$ cat config.mk
export PLATFORM = sky130hd
export DESIGN_NAME = fp_sub_seq
export DESIGN_NICKNAME = d
export VERILOG_FILES = /design/src/rtl/fp_pkg.sv /design/src/rtl/fp_unpack.sv /design/src/rtl/fp_sub_seq.sv
export SDC_FILE = /design/constraint.sdc
export NUM_CORES = 1
export LEC_CHECK = 0
export CORE_MARGIN = 4
export CORE_UTILIZATION = 54
export DETAILED_ROUTE_END_ITERATION = 12
export MAX_ROUTING_LAYER = met4
export PLACE_DENSITY_LB_ADDON = 0.05
export SETUP_SLACK_MARGIN = 0.4
export SLEW_MARGIN = 20
export SYNTH_ARGS = -nofsm -noshare
export SYNTH_HDL_FRONTEND = slang
export SYNTH_SLANG_ARGS = --single-unit
export TNS_END_PERCENT = 50
$ cat constraint.sdc
create_clock -name clk -period 8 [get_ports clk]
set_input_delay 1.2 -clock clk [delete_from_list [all_inputs] [get_ports clk]]
set_output_delay 1.2 -clock clk [all_outputs]
set_load 0.03 [all_outputs]
$ cat src/rtl/fp_pkg.sv
// Shared IEEE-754 single-precision definitions for the FP ALU units.
// Field widths, working-register geometry, sequencer states and a field struct.
package fp_pkg;
    localparam int EXP_W       = 8;
    localparam int MAN_W       = 23;
    localparam int EXP_BIAS    = 127;
    localparam int EXP_SPECIAL = 255;
    localparam int WORK_W      = 27;
    localparam int SIG_W       = MAN_W + 1;
    localparam int XEXP_W      = 10;

    typedef enum logic [2:0] {
        IDLE, UNPACK, SPECIAL, ALIGN, ADDSUB, NORM, PACK, DONE
    } fp_state_t;

    typedef struct packed {
        logic             sign;
        logic [EXP_W-1:0] exp;
        logic [MAN_W-1:0] man;
    } fp_fields;

    function automatic logic [31:0] fp_inf(input logic sign);
        return {sign, {EXP_W{1'b1}}, {MAN_W{1'b0}}};
    endfunction
endpackage

$ cat src/rtl/fp_unpack.sv
// Splits a single-precision word into fields and forms the 24-bit significand.
// Exponent 0 is flushed to zero, so denormals never reach the datapath.
module fp_unpack
    import fp_pkg::*;
(
    input  logic [31:0]      word,
    output fp_fields         fields,
    output logic             is_zero,
    output logic             is_special,
    output logic [SIG_W-1:0] sig
);
    always_comb begin
        fields     = fp_fields'(word);
        is_zero    = (fields.exp == '0);
        is_special = (fields.exp == EXP_W'(EXP_SPECIAL));
        sig        = is_zero ? '0 : {1'b1, fields.man};
    end
endmodule

$ cat src/rtl/fp_sub_seq.sv
// Sequential single-precision subtractor: out = para1 - para2, aligning and
// normalising one bit per cycle behind a start/busy/done handshake.
module fp_sub_seq
    import fp_pkg::*;
#(
    parameter int MAX_ALIGN = 25
) (
    input  logic        clk,
    input  logic        rst,
    input  logic        start,
    input  logic [31:0] para1,
    input  logic [31:0] para2,
    output logic        busy,
    output logic        done,
    output logic [31:0] out,
    output logic        under_overflow
);
    localparam logic signed [XEXP_W-1:0] EXP_ONE   = XEXP_W'(1);
    localparam logic signed [XEXP_W-1:0] EXP_MAX   = XEXP_W'(EXP_SPECIAL);
    localparam logic signed [XEXP_W-1:0] ALIGN_LIM = XEXP_W'(MAX_ALIGN);
    localparam logic [EXP_W-1:0]         DIFF_ONE  = EXP_W'(1);

    fp_state_t                 state_q, state_d;
    logic                      busy_q, busy_d, done_q, done_d, uf_q, uf_d;
    logic                      res_uf_q, res_uf_d, sign_q, sign_d, sub_q, sub_d;
    logic [31:0]               out_q, out_d, a_q, a_d, b_q, b_d, res_q, res_d;
    logic signed [XEXP_W-1:0]  exp_q, exp_d;
    logic [EXP_W-1:0]          diff_q, diff_d;
    logic [WORK_W-1:0]         ma_q, ma_d, mb_q, mb_d;

    fp_fields                  fa, fb;
    logic                      za, zb, sa, sb, a_big;
    logic [SIG_W-1:0]          sig_a, sig_b;
    logic signed [XEXP_W-1:0]  ea, eb, dmag;
    logic [WORK_W-1:0]         sum;

    fp_unpack u_unpack_a (.word(a_q), .fields(fa), .is_zero(za), .is_special(sa), .sig(sig_a));
    fp_unpack u_unpack_b (.word(b_q), .fields(fb), .is_zero(zb), .is_special(sb), .sig(sig_b));

    // Truncation toward zero: the two guard bits are simply dropped.
    function automatic logic [31:0] pack_rtz(input logic sign,
                                             input logic signed [XEXP_W-1:0] exp,
                                             input logic [WORK_W-1:0] m);
        return {sign, EXP_W'(exp), MAN_W'(m >> 2)};
    endfunction

    always_comb begin
        state_d  = state_q;
        busy_d   = busy_q;
        done_d   = 1'b0;
        out_d    = out_q;
        uf_d     = uf_q;
        a_d      = a_q;
        b_d      = b_q;
        res_d    = res_q;
        res_uf_d = res_uf_q;
        sign_d   = sign_q;
        sub_d    = sub_q;
        exp_d    = exp_q;
        diff_d   = diff_q;
        ma_d     = ma_q;
        mb_d     = mb_q;

        a_big = {fa.exp, fa.man} >= {fb.exp, fb.man};
        ea    = {{(XEXP_W-EXP_W){1'b0}}, fa.exp};
        eb    = {{(XEXP_W-EXP_W){1'b0}}, fb.exp};
        dmag  = a_big ? (ea - eb) : (eb - ea);
        sum   = sub_q ? (ma_q - mb_q) : (ma_q + mb_q);

        case (state_q)
            IDLE: begin
                // Subtraction becomes addition of the sign-flipped subtrahend.
                if (start) begin
                    a_d     = para1;
                    b_d     = {~para2[31], para2[30:0]};
                    busy_d  = 1'b1;
                    state_d = UNPACK;
                end
            end
            UNPACK: begin
                state_d  = SPECIAL;
                res_uf_d = 1'b0;
                if (sa || sb) begin
                    res_d    = fp_inf(sa ? fa.sign : fb.sign);
                    res_uf_d = 1'b1;
                end else if (za && zb) begin
                    res_d = '0;
                end else if (za) begin
                    res_d = b_q;
                end else if (zb) begin
                    res_d = a_q;
                end else if (dmag > ALIGN_LIM) begin
                    res_d = a_big ? a_q : b_q;
                end else begin
                    sign_d  = a_big ? fa.sign : fb.sign;
                    exp_d   = a_big ? ea : eb;
                    ma_d    = {1'b0, (a_big ? sig_a : sig_b), 2'b00};
                    mb_d    = {1'b0, (a_big ? sig_b : sig_a), 2'b00};
                    sub_d   = fa.sign ^ fb.sign;
                    diff_d  = EXP_W'(dmag);
                    state_d = (dmag == '0) ? ADDSUB : ALIGN;
                end
            end
            SPECIAL: begin
                out_d   = res_q;
                uf_d    = res_uf_q;
                done_d  = 1'b1;
                state_d = DONE;
            end
            ALIGN: begin
                mb_d   = mb_q >> 1;
                diff_d = diff_q - DIFF_ONE;
                if (diff_q == DIFF_ONE) begin
                    state_d = ADDSUB;
                end
            end
            ADDSUB: begin
                if (sum == '0) begin
                    out_d   = '0;
                    uf_d    = 1'b0;
                    done_d  = 1'b1;
                    state_d = DONE;
                end else begin
                    ma_d    = sum;
                    state_d = NORM;
                end
            end
            NORM: begin
                // Carry needs one right step; cancellation needs left steps until bit 25.
                if (ma_q[WORK_W-1]) begin
                    ma_d  = ma_q >> 1;
                    exp_d = exp_q + EXP_ONE;
                    if (exp_q + EXP_ONE >= EXP_MAX) begin
                        out_d   = fp_inf(sign_q);
                        uf_d    = 1'b1;
                        done_d  = 1'b1;
                        state_d = DONE;
                    end else begin
                        state_d = PACK;
                    end
                end else if (ma_q[WORK_W-2]) begin
                    state_d = PACK;
                end else begin
                    ma_d  = ma_q << 1;
                    exp_d = exp_q - EXP_ONE;
                    if (exp_q <= EXP_ONE) begin
                        out_d   = {sign_q, 31'h0};
                        uf_d    = 1'b1;
                        done_d  = 1'b1;
                        state_d = DONE;
                    end
                end
            end
            PACK: begin
                out_d   = pack_rtz(sign_q, exp_q, ma_q);
                uf_d    = 1'b0;
                done_d  = 1'b1;
                state_d = DONE;
            end
            DONE: begin
                busy_d  = 1'b0;
                state_d = IDLE;
            end
            default: state_d = IDLE;
        endcase
    end

    always_ff @(posedge clk or posedge rst) begin
        if (rst) begin
            state_q  <= IDLE;
            busy_q   <= 1'b0;
            done_q   <= 1'b0;
            out_q    <= '0;
            uf_q     <= 1'b0;
            a_q      <= '0;
            b_q      <= '0;
            res_q    <= '0;
            res_uf_q <= 1'b0;
            sign_q   <= 1'b0;
            sub_q    <= 1'b0;
            exp_q    <= '0;
            diff_q   <= '0;
            ma_q     <= '0;
            mb_q     <= '0;
        end else begin
            state_q  <= state_d;
            busy_q   <= busy_d;
            done_q   <= done_d;
            out_q    <= out_d;
            uf_q     <= uf_d;
            a_q      <= a_d;
            b_q      <= b_d;
            res_q    <= res_d;
            res_uf_q <= res_uf_d;
            sign_q   <= sign_d;
            sub_q    <= sub_d;
            exp_q    <= exp_d;
            diff_q   <= diff_d;
            ma_q     <= ma_d;
            mb_q     <= mb_d;
        end
    end

    assign busy           = busy_q;
    assign done           = done_q;
    assign out            = out_q;
    assign under_overflow = uf_q;
endmodule

==> flow_summary.ini <==
[placed_design]
place_ws_ns = 1.75
routabilityCongestion = 0.967
io_buffers = 101
dp_hpwl_um = 33900
dpl-instance-area_um2 = 15900

[layout]
register_area_um2 = 5200
antennaDiodeCount = 0
fin_area_um2 = 16700
area_growth_syn_to_layout_pct = 13.9
multi_input_area_um2 = 8790
fin_nets = 1880
nFillCells = 2371
drive_gt1_frac = 0.0934

[yosys]
synth.cells.most_frequent = nand2_1 (225), dfrtp_1 (208), a21oi_1 (129), nor2_1 (129), o21ai_0 (124)
netlist.area_leader.share = 0.354
synthCells = 1696
synthMuxAreaShare = 0.106
synth_top_family_by_area = compound AO/OA/AOI/OAI gates
yosys_register_bits = 208
yosys_most_used_dff = dfrtp_1
synth_cell_type_count = 79
ys_warn_count = 0
yosysSeqAreaShare = 0.354
mappedNetlistNets = 1839
syn_avg_cell_area_um2 = 8.66
synth_edf_count = 0
synth_top_cell_by_area = dfrtp_1
synth-simple-area-share = 0.165
synth_xor_area_frac = 0.0303
async_reset_ff_frac = 1.00
synth_adder_area_share = 0.0663
synthMostInstantiatedCell = nand2_1
synth.area.top_cells = dfrtp_1 (35%), ha_1 (6.2%), nand2_1 (5.8%)
syn_area_um2 = 14700
synth_compound_area_frac = 0.227

[route]
drc = 0
via_count = 13400
dr.pass1.iters = 8
postRouteAntennaNets = 0
routedWlPerCell_um = 22.2
wirelength_um = 46500
viasPerCell = 6.41
drt_iter0_drc = 1386

[global_routing]
grt_pass1_vias = 12800
grt_max_degree = 75
overflow = 0
grt_pass1_wl_um = 73300
track_usage = 0.311
antenna_found_initial = 0

[setup_path]
crit_fanout = 32
reg2reg_slack_ns = 1.71
r2r_cells = 17
path_buf_inv = 0
cp.required_ns = 8.44
max_stage_delay_ns = 0.71
arrival_ns = 6.73
cpLargestDelayFamily = simple AND/OR/NAND/NOR gates
end_kind = flip-flop
path_cells = or4_1, nor3_1, nand2b_1, nor3b_1, nor2_1, xnor2_1, ha_1, and2_1, and3_1, a21boi_0, o21ai_0, or3_1, a2111oi_0, and4bb_2, a41oi_2, mux2_2, a221o_1
crit_cells = 17
reg2reg_from = mb_q[0]
r2r-end = out[26]
cp_slowest_cell = nor3b_1
crit_type = flip-flop to flip-flop
critPathLaunch = mb_q[0]
worstSetupStartpointType = flip-flop

[sta]
tightest_slew_ns = 1.13
fin_crit_ns = 6.29
finalSetupTns_ns = 0
report.final.slew_viol_count = 0
grt_setup_unrepaired = no
slew_headroom = 0.242
clock.fmax_ghz = 0.159
setup_ws_ns = 1.71
layout_worst_path_cycle_share = 0.786
finClkSkew_ns = 0.0241
finalSetupViolations = 0
finalHoldViolations = 0

[cts]
cts_root_buffer = clkbuf_16
tritoncts = done
clkSinkCount = 208
ctsHtreeMaxLevel = 1
ctsHoldBuffers = 0
clk_latency_ns = 0.55
path_clk_slew_ns = 0.06
cts_buffers = 26
postCtsResizedCells = 0
postCtsSetupBuffers = 0
cts_buffer_depth = 3

[floorplan]
io_pins = 102
die_y_um = 173
fp.dieW_um = 173
dieArea_um2 = 29900
core_um2 = 26900
rows = 60
start_util = 0.546

[flow_run]
drv_cap = 0

[worst_hold_path]
min_from = res_q[15]
hold_end = res_q[15]
hp-class = flip-flop to flip-flop
hold-path-cell-count = 2

[status]
status = complete, no violations
## cell usage in the layout (no fill, tap or decap), types with 6 or more instances in the layout
cell             Yosys  final
nor3_1              33     30
nand2b_1            13     13
a22oi_1             16     16
o31ai_1             29     29
a31oi_1             27     27
mux2_2              67     67
clkbuf_1            79      7
buf_4                0     17
nand3_1             21     21
a21o_1              13     13
o21ai_0            124    124
clkbuf_16            0     26
o21a_1               8      8
o211ai_1            22     22
mux2i_1             53     53
o221ai_1             7      7
and4_1               6      6
mux2_4              18     18
and3_1              11     10
xor2_1              10     10
o22ai_1             10     10
a211oi_1            11     11
dfrtp_1            208    208
nor4_1              15     15
o2bb2ai_1           26     26
ha_1                73     73
nand4_1             21     21
and2_1              17     16
xnor2_1             39     39
a222oi_1            18     18
a21oi_1            129    129
nand2_1            225    225
nor2_1             129    128
or3_1               10      9
inv_1               82     81
clkdlybuf4s50_1      0    101
a211o_1             10     10
nor2b_1              8      8
## metal layers
metal | vias to the layer above | global-route usage | part of all wire
li1 | 6286 | - | -
met1 | 6494 | 0.439 | 0.45
met2 | 551 | 0.474 | 0.45
met3 | 101 | 0.0407 | 0.063
met4 | 0 | 0.0901 | 0.032
met5 | - | - | 0
## flip-flops by register name, summed over array words and instances, names as in the netlist
| signal | flops |
|---|---|
| res_q | 32 |
| diff_q | 8 |
| ma_q | 27 |
| a_q | 32 |
| sub_q | 1 |
| under_overflow | 1 |
| busy | 1 |
| b_q | 32 |
| res_uf_q | 1 |
| state_q | 3 |
| sign_q | 1 |
| exp_q | 10 |
| out | 32 |
| done | 1 |
| mb_q | 26 |
## stage by stage
stage	hold slack, ns	util	instances
2_1_floorplan	0.442	-	1696
3_3_place_gp	0.459	0.590	2050
3_5_place_dp	0.467	0.591	2050
4_1_cts	0.479	0.622	2096
5_1_grt	0.495	0.622	2096
6_report	0.479	0.622	2096
## worst register-to-register path, cell delays in order, from the launching register on
cell and delay (ns):
dfrtp_1 0.41, or4_1 0.61, nor3_1 0.43, nand2b_1 0.18
nor3b_1 0.71, nor2_1 0.12, xnor2_1 0.17, ha_1 0.42
and2_1 0.24, and3_1 0.19, a21boi_0 0.14, o21ai_0 0.11
or3_1 0.33, a2111oi_0 0.45, and4bb_2 0.35, a41oi_2 0.20
mux2_2 0.67, a221o_1 0.47
## kinds of logic (layout without fill, tap and decap cells)
group           after synthesis  count (layout)
compound gates              509             509
flops                       208             208
fa+ha+maj                    76              76
mux                         138             138
simple gates                528             528
xor+xnor                     50              50
buf+inv                     187             246
## worst max path at each step
stage                    to  slack [ns]
CTS                 out[26]        1.73
finish              out[26]        1.71
detailed placement  out[26]        1.75
global placement    out[26]        1.93
floorplan            a_q[0]        1.12
global route        out[26]        1.18
## area by class of cell
class                           count  share of cell area
Multi-Input combinational cell   1301               0.525
Sequential cell                   208               0.311
Timing Repair Buffer              118              0.0681
Clock buffer                       38              0.0446
Tap cell                          341              0.0255
Inverter                           82              0.0189
Clock inverter                      8             0.00643
Power is not shown: default switching activity piles up to over one toggle a cycle in this logic, so the estimate is an artifact.
